## config.mk

```make
export PLATFORM = sky130hd
export DESIGN_NAME = mac_lane_tree
export DESIGN_NICKNAME = d
export VERILOG_FILES = /design/src/rtl/mac_pkg.sv /design/src/rtl/mac_adder_tree.sv /design/src/rtl/mac_lane_tree.sv
export SDC_FILE = /design/constraint.sdc
export NUM_CORES = 2
export LEC_CHECK = 0
export ABC_AREA = 1
export CAP_MARGIN = 20
export CORE_ASPECT_RATIO = 0.5
export CORE_MARGIN = 8
export CORE_UTILIZATION = 60
export CTS_CLUSTER_DIAMETER = 120
export DETAILED_ROUTE_END_ITERATION = 10
export PLACE_DENSITY = 0.9
export SLEW_MARGIN = 20
export SYNTH_ARGS = -nofsm -noshare
export SYNTH_HDL_FRONTEND = slang
export SYNTH_SLANG_ARGS = --single-unit
```

## constraint.sdc

```tcl
create_clock -name clk -period 8.1 [get_ports clk]
set_input_delay 2.025 -clock clk [delete_from_list [all_inputs] [get_ports clk]]
set_output_delay 2.025 -clock clk [all_outputs]
set_load 0.005 [all_outputs]
```

## src/rtl/mac_pkg.sv

```systemverilog
// rtl/mac_pkg.sv - shared widths and lane helpers for the INT8 vector MAC
package mac_pkg;
  localparam int W_LANE    = 8;
  localparam int MAX_LANES = 16;
  localparam int W_PROD    = 16;
  localparam int W_PSUM    = 20;

  localparam logic [4:0] LANES_DEF = 5'd4;

  // Only power-of-two lane counts up to 16 are legal; anything else falls back to 4.
  function automatic logic [4:0] norm_lanes(input logic [4:0] lanes);
    case (lanes)
      5'd1, 5'd2, 5'd4, 5'd8, 5'd16: return lanes;
      default:                       return LANES_DEF;
    endcase
  endfunction

  function automatic int beats_per_vec(input int elems, input int lanes);
    return (elems + lanes - 1) / lanes;
  endfunction
endpackage

```

## src/rtl/mac_adder_tree.sv

```systemverilog
// rtl/mac_adder_tree.sv - 16-input product reduction tree with output register
// MAC_TREE_PIPE_EN adds a register after the 4-way partial sums (one extra cycle).
module mac_adder_tree
  import mac_pkg::*;
(
  input  logic                        clk,
  input  logic                        rst_n,
  input  logic                        in_valid,
  input  logic [4:0]                  in_lanes,
  input  logic [MAX_LANES*W_PROD-1:0] prod,
  output logic                        out_valid,
  output logic [4:0]                  out_lanes,
  output logic [W_PSUM-1:0]           sum
);
  localparam int W_L1 = W_PROD + 1;
  localparam int W_L2 = W_PROD + 2;
  localparam int W_L3 = W_PROD + 3;

  logic [W_L1-1:0]   l1   [8];
  logic [W_L2-1:0]   l2   [4];
  logic [W_L2-1:0]   l2_t [4];
  logic [W_L3-1:0]   l3   [2];
  logic              v_t;
  logic [4:0]        lanes_t;
  logic [W_PSUM-1:0] sum_d, sum_q;
  logic              valid_d, valid_q;
  logic [4:0]        lanes_d, lanes_q;

  always_comb begin
    for (int i = 0; i < 8; i++) begin
      l1[i] = {1'b0, prod[2*i*W_PROD +: W_PROD]} + {1'b0, prod[(2*i+1)*W_PROD +: W_PROD]};
    end
    for (int i = 0; i < 4; i++) begin
      l2[i] = {1'b0, l1[2*i]} + {1'b0, l1[2*i+1]};
    end
  end

`ifdef MAC_TREE_PIPE_EN
  logic [W_L2-1:0] l2_d [4];
  logic [W_L2-1:0] l2_q [4];
  logic            v_p_d, v_p_q;
  logic [4:0]      lanes_p_d, lanes_p_q;

  always_comb begin
    for (int i = 0; i < 4; i++) begin
      l2_d[i] = l2[i];
    end
    v_p_d     = in_valid;
    lanes_p_d = in_lanes;
  end

  always_ff @(posedge clk or negedge rst_n) begin
    if (!rst_n) begin
      for (int i = 0; i < 4; i++) begin
        l2_q[i] <= '0;
      end
      v_p_q     <= 1'b0;
      lanes_p_q <= LANES_DEF;
    end else begin
      for (int i = 0; i < 4; i++) begin
        l2_q[i] <= l2_d[i];
      end
      v_p_q     <= v_p_d;
      lanes_p_q <= lanes_p_d;
    end
  end

  always_comb begin
    for (int i = 0; i < 4; i++) begin
      l2_t[i] = l2_q[i];
    end
    v_t     = v_p_q;
    lanes_t = lanes_p_q;
  end
`else
  always_comb begin
    for (int i = 0; i < 4; i++) begin
      l2_t[i] = l2[i];
    end
    v_t     = in_valid;
    lanes_t = in_lanes;
  end
`endif

  always_comb begin
    l3[0]   = {1'b0, l2_t[0]} + {1'b0, l2_t[1]};
    l3[1]   = {1'b0, l2_t[2]} + {1'b0, l2_t[3]};
    sum_d   = {1'b0, l3[0]} + {1'b0, l3[1]};
    valid_d = v_t;
    lanes_d = lanes_t;
  end

  always_ff @(posedge clk or negedge rst_n) begin
    if (!rst_n) begin
      sum_q   <= '0;
      valid_q <= 1'b0;
      lanes_q <= LANES_DEF;
    end else begin
      sum_q   <= sum_d;
      valid_q <= valid_d;
      lanes_q <= lanes_d;
    end
  end

  assign sum       = sum_q;
  assign out_valid = valid_q;
  assign out_lanes = lanes_q;
endmodule

```

## src/rtl/mac_lane_tree.sv

```systemverilog
// rtl/mac_lane_tree.sv - lane-masked INT8 multiply and reduce, one partial sum per beat
// Latency 3, or 4 when MAC_TREE_PIPE_EN is defined.
module mac_lane_tree
  import mac_pkg::*;
#(
  parameter int ELEMS     = 1000,
  parameter int MAX_LANES = 16,
  parameter int W_IN      = 20
) (
  input  logic                       clk,
  input  logic                       rst_n,
  input  logic                       in_valid,
  input  logic [MAX_LANES*W_LANE-1:0] a_vec,
  input  logic [MAX_LANES*W_LANE-1:0] b_vec,
  input  logic [4:0]                 lanes_i,
  output logic                       out_valid,
  output logic [W_IN-1:0]            partial_sum,
  output logic [4:0]                 lanes_o
);
  localparam int CW = $clog2(ELEMS) + 1;

  logic [CW-1:0] elem_cnt_d, elem_cnt_q;
  logic [4:0]    lanes_d, lanes_q;
  logic [4:0]    lanes_cur;
  logic [CW-1:0] rem, live;
  logic          last_beat;

  logic [MAX_LANES*W_LANE-1:0] a_s1_d, a_s1_q, b_s1_d, b_s1_q;
  logic                        v_s1_d, v_s1_q;
  logic [4:0]                  lanes_s1_d, lanes_s1_q;

  logic [MAX_LANES*W_PROD-1:0] prod_s2_d, prod_s2_q;
  logic                        v_s2_d, v_s2_q;
  logic [4:0]                  lanes_s2_d, lanes_s2_q;

  // The first beat of a vector uses the freshly sampled lane count directly.
  always_comb begin
    lanes_cur  = (elem_cnt_q == '0) ? norm_lanes(lanes_i) : lanes_q;
    rem        = CW'(ELEMS) - elem_cnt_q;
    last_beat  = (rem <= CW'(lanes_cur));
    live       = last_beat ? rem : CW'(lanes_cur);
    elem_cnt_d = elem_cnt_q;
    lanes_d    = lanes_q;
    if (in_valid) begin
      lanes_d    = lanes_cur;
      elem_cnt_d = last_beat ? '0 : elem_cnt_q + CW'(lanes_cur);
    end
    for (int k = 0; k < MAX_LANES; k++) begin
      if (CW'(k) < live) begin
        a_s1_d[k*W_LANE +: W_LANE] = a_vec[k*W_LANE +: W_LANE];
        b_s1_d[k*W_LANE +: W_LANE] = b_vec[k*W_LANE +: W_LANE];
      end else begin
        a_s1_d[k*W_LANE +: W_LANE] = '0;
        b_s1_d[k*W_LANE +: W_LANE] = '0;
      end
    end
    v_s1_d     = in_valid;
    lanes_s1_d = lanes_cur;
  end

  always_comb begin
    prod_s2_d = '0;
    for (int k = 0; k < MAX_LANES; k++) begin
      prod_s2_d[k*W_PROD +: W_PROD] = W_PROD'(a_s1_q[k*W_LANE +: W_LANE])
                                    * W_PROD'(b_s1_q[k*W_LANE +: W_LANE]);
    end
    v_s2_d     = v_s1_q;
    lanes_s2_d = lanes_s1_q;
  end

  always_ff @(posedge clk or negedge rst_n) begin
    if (!rst_n) begin
      elem_cnt_q <= '0;
      lanes_q    <= LANES_DEF;
      a_s1_q     <= '0;
      b_s1_q     <= '0;
      v_s1_q     <= 1'b0;
      lanes_s1_q <= LANES_DEF;
      prod_s2_q  <= '0;
      v_s2_q     <= 1'b0;
      lanes_s2_q <= LANES_DEF;
    end else begin
      elem_cnt_q <= elem_cnt_d;
      lanes_q    <= lanes_d;
      a_s1_q     <= a_s1_d;
      b_s1_q     <= b_s1_d;
      v_s1_q     <= v_s1_d;
      lanes_s1_q <= lanes_s1_d;
      prod_s2_q  <= prod_s2_d;
      v_s2_q     <= v_s2_d;
      lanes_s2_q <= lanes_s2_d;
    end
  end

  mac_adder_tree u_tree (
    .clk       (clk),
    .rst_n     (rst_n),
    .in_valid  (v_s2_q),
    .in_lanes  (lanes_s2_q),
    .prod      (prod_s2_q),
    .out_valid (out_valid),
    .out_lanes (lanes_o),
    .sum       (partial_sum)
  );
endmodule

```

==> flow_summary.toml <==
[clocking]
path_clk_slew_ns = 0.07
cts.path.max_buffers = 3
cts-buffers-inserted = 56
clock-root-buffer = "clkbuf_16"
htreeDepth = 2
clk_latency_ns = 0.67
ctsHoldBuffers = 0
cts_setup_buffers = 0
cts.sinks = 566
cts_resized = 0
cts_tree = "built"

[critical_path]
worst_setup_path_start_kind = "register"
cp.arrival_ns = 6.62
crit_fanout = 5
worstSetupPathType = "reg -> reg"
required_ns = 8.64
endpoint_kind = "register"

[sta]
finalCritPeriodShare = 0.750
final-max-slew-violation-count = 0
setup_viol = 0
worstMarginPinSlew_ns = 1.05
hold_viol_final = 0
setup-tns-final_ns = 0
fin_hold_ws_ns = 0.344
rsz0062_at_grt = "no"
max_freq_ghz = 0.165
clock_skew_ns = 0.0357
period_minus_slack_ns = 6.08
max_slew_margin = 0.301

[synthesis]
yosys_warnings = 0
netlist.area_leader.share = 0.277
synth_seq_cells = 566
synthTopCellsByArea = "fa_1 28%, dfrtp_1 24%, ha_1 13%"
synth_cell_types = 48
netlist_area_um2 = 57600
synth.largest_area_cell = "fa_1"
seq_area_frac_synth = 0.246
synth_nets = 8339
avgSynthCellArea_um2 = 8.65
synthCells = 6662
ys_async_sr_fraction = 1.00
synth_ff_type = "dfrtp_1"
synth_edf_count = 0

[outcome]
violations = "design-rule violations"
status = "complete, but fails checks"

[global_route]
grt_pass1_wl_mm = 242
grt_max_degree = 173
grtUsageTotal = 0.283
gr-total-overflow = 0
antenna_found_initial = 10
first_global_vias = 47007

[detailed_routing]
drt-initial-drc-count = 4510
wl_per_cell_um = 18.6
wirelength_mm = 150
dr.pass1.iters = 11
ant_nets = 0
via_count = 43598
drc = 2
avgViaCountPerCell = 5.41

[cells_and_area]
nNetsFinal = 8411
final_common_cell = "inv_1"
final_cell_mix = "1993 x inv_1, 1341 x nand2_1, 797 x fa_1, 616 x ha_1, 562 x dfrtp_1"
layout-drive-gt1-share = 0.0218
area_growth_syn_to_layout_pct = 9.37

[run]
maxCapViolations = 0

[place]
port_buffers = 289
place_congestion = 0.968
dpl.hpwl_mm = 115

[power]
p_per_area_nw_per_um2 = 357
total_power_uw = 22500
vdd_drop_max_uv = 1820
power_leakage_uw = 0.0386

[floorplan]
num_rows = 80
initial_core_util = 0.605
die_w_um = 454
core_area_um2 = 95300
die_area_um2 = 107000
io_pins = 290
die_y_um = 235

[worst_hold_path]
hold_path.class = "reg -> reg"
==> metrics by stage <==
stage	worst slack (ns)	instance area, um2	instances	utilization
4_1_cts	2.28	63000	8051	0.661
3_5_place_dp	2.08	61000	7947	0.641
2_1_floorplan	2.75	57600	6662	-
5_1_grt	1.81	63000	8055	0.661
3_3_place_gp	2.19	61000	7947	0.641
6_report	2.02	63000	8056	0.661
==> report_power, final <==
| part | switching [uW] | internal, uW | total (uW) |
|---|---|---|---|
| registers | 1030 | 3610 | 4640 |
| logic | 9560 | 5400 | 15000 |
| clock network | 1280 | 1610 | 2880 |
==> worst paths after layout <==
check | startpoint | to | slack (ns) | depth (start not counted)
worst max-delay path | prod_s2_q[195]$_DFF_PN0_ | u_tree.sum[17]$_DFF_PN0_ | 2.02 | 21
worst min-delay path | lanes_s2_q[1]$_DFF_PN0_ | u_tree.out_lanes[1]$_DFF_PN0_ | 0.34 | 0
worst max register to register | prod_s2_q[195]$_DFF_PN0_ | u_tree.sum[17]$_DFF_PN0_ | 2.02 | 21
worst min register to register | lanes_s2_q[1]$_DFF_PN0_ | u_tree.out_lanes[1]$_DFF_PN0_ | 0.34 | 0
max in group asynchronous | rst_n | prod_s2_q[3]$_DFF_PN0_ | 5.13 | 2
min in group asynchronous | rst_n | elem_cnt_q[6]$_DFFE_PN0P_ | 1.41 | 1
==> worst max-delay path: stages (launching register included) <==
cell and delay (ns):
dfrtp_1 0.53, inv_1 0.13, fa_1 0.62, fa_1 0.59
inv_1 0.07, fa_1 0.44, fa_1 0.52, inv_1 0.06
fa_1 0.49, fa_1 0.51, inv_1 0.05, ha_1 0.35
a21oi_1 0.22, nand2_1 0.11, nand2_1 0.08, nand2_1 0.05
a21oi_1 0.35, o21ai_0 0.27, a21oi_1 0.30, o21ai_0 0.12
nand2_1 0.07, nand2_1 0.05
==> per-layer routing <==
metal  up-vias  GRT usage  routed length, um
met1     21349      0.336              53500
met2      2324      0.475              71800
met3       689     0.0766              15000
met5         -          0                 78
met4        10      0.145               9200
li1      19226          -                  -
==> cell families after synthesis <==
family / synth area share
buffers and inverters: 0.150
AND/OR/NAND/NOR: 0.124
AO/OA/AOI/OAI: 0.0393
XOR/XNOR: 0.0307
adder cells (fa/ha/maj): 0.411
flip-flops: 0.246
==> sequential cells by signal, summed over array words and instances (netlist names) <==
| register | flops |
|---|---|
| elem_cnt_q | 11 |
| u_tree.out_lanes | 5 |
| u_tree.out_valid | 1 |
| b_s1_q | 128 |
| v_s2_q | 1 |
| lanes_s2_q | 5 |
| lanes_q | 5 |
| u_tree.sum | 20 |
| prod_s2_q | 256 |
| v_s1_q | 1 |
| a_s1_q | 128 |
| lanes_s1_q | 5 |
==> cell usage after synthesis (3+ instances only) <==
| cell type | count |
|---|---|
| nor3_1 | 8 |
| xnor2_1 | 69 |
| buf_2 | 24 |
| fa_1 | 797 |
| nand2_1 | 1341 |
| a21o_1 | 9 |
| a21oi_1 | 206 |
| a31oi_1 | 10 |
| a221oi_1 | 3 |
| inv_1 | 1993 |
| o211ai_1 | 5 |
| ha_1 | 616 |
| o21ai_0 | 101 |
| xor2_1 | 133 |
| nand2_2 | 12 |
| nor2_1 | 324 |
| inv_2 | 6 |
| o2111ai_1 | 16 |
| a21boi_0 | 6 |
| nor2_4 | 7 |
| o21bai_1 | 8 |
| and2_1 | 4 |
| dfrtp_1 | 562 |
| a211oi_1 | 3 |
| buf_4 | 9 |
| nor2_2 | 4 |
| buf_6 | 4 |
| dfstp_2 | 4 |
| nand3b_1 | 6 |
| clkbuf_1 | 241 |
| nand4_1 | 22 |
| nand3_1 | 68 |
| a21boi_1 | 14 |
| o221ai_1 | 6 |
==> area by class of cell <==
cell class,count,area [um2]
Timing Repair Buffer,292,2960
Sequential cell,566,14200
Clock inverter,28,358
Inverter,2000,7510
Clock buffer,76,1620
Antenna cell,5,12.5
Multi-Input combinational cell,3818,34800
Tap cell,1271,1590
Fill cell,6512,32300
(Power assumes the default switching activity.)
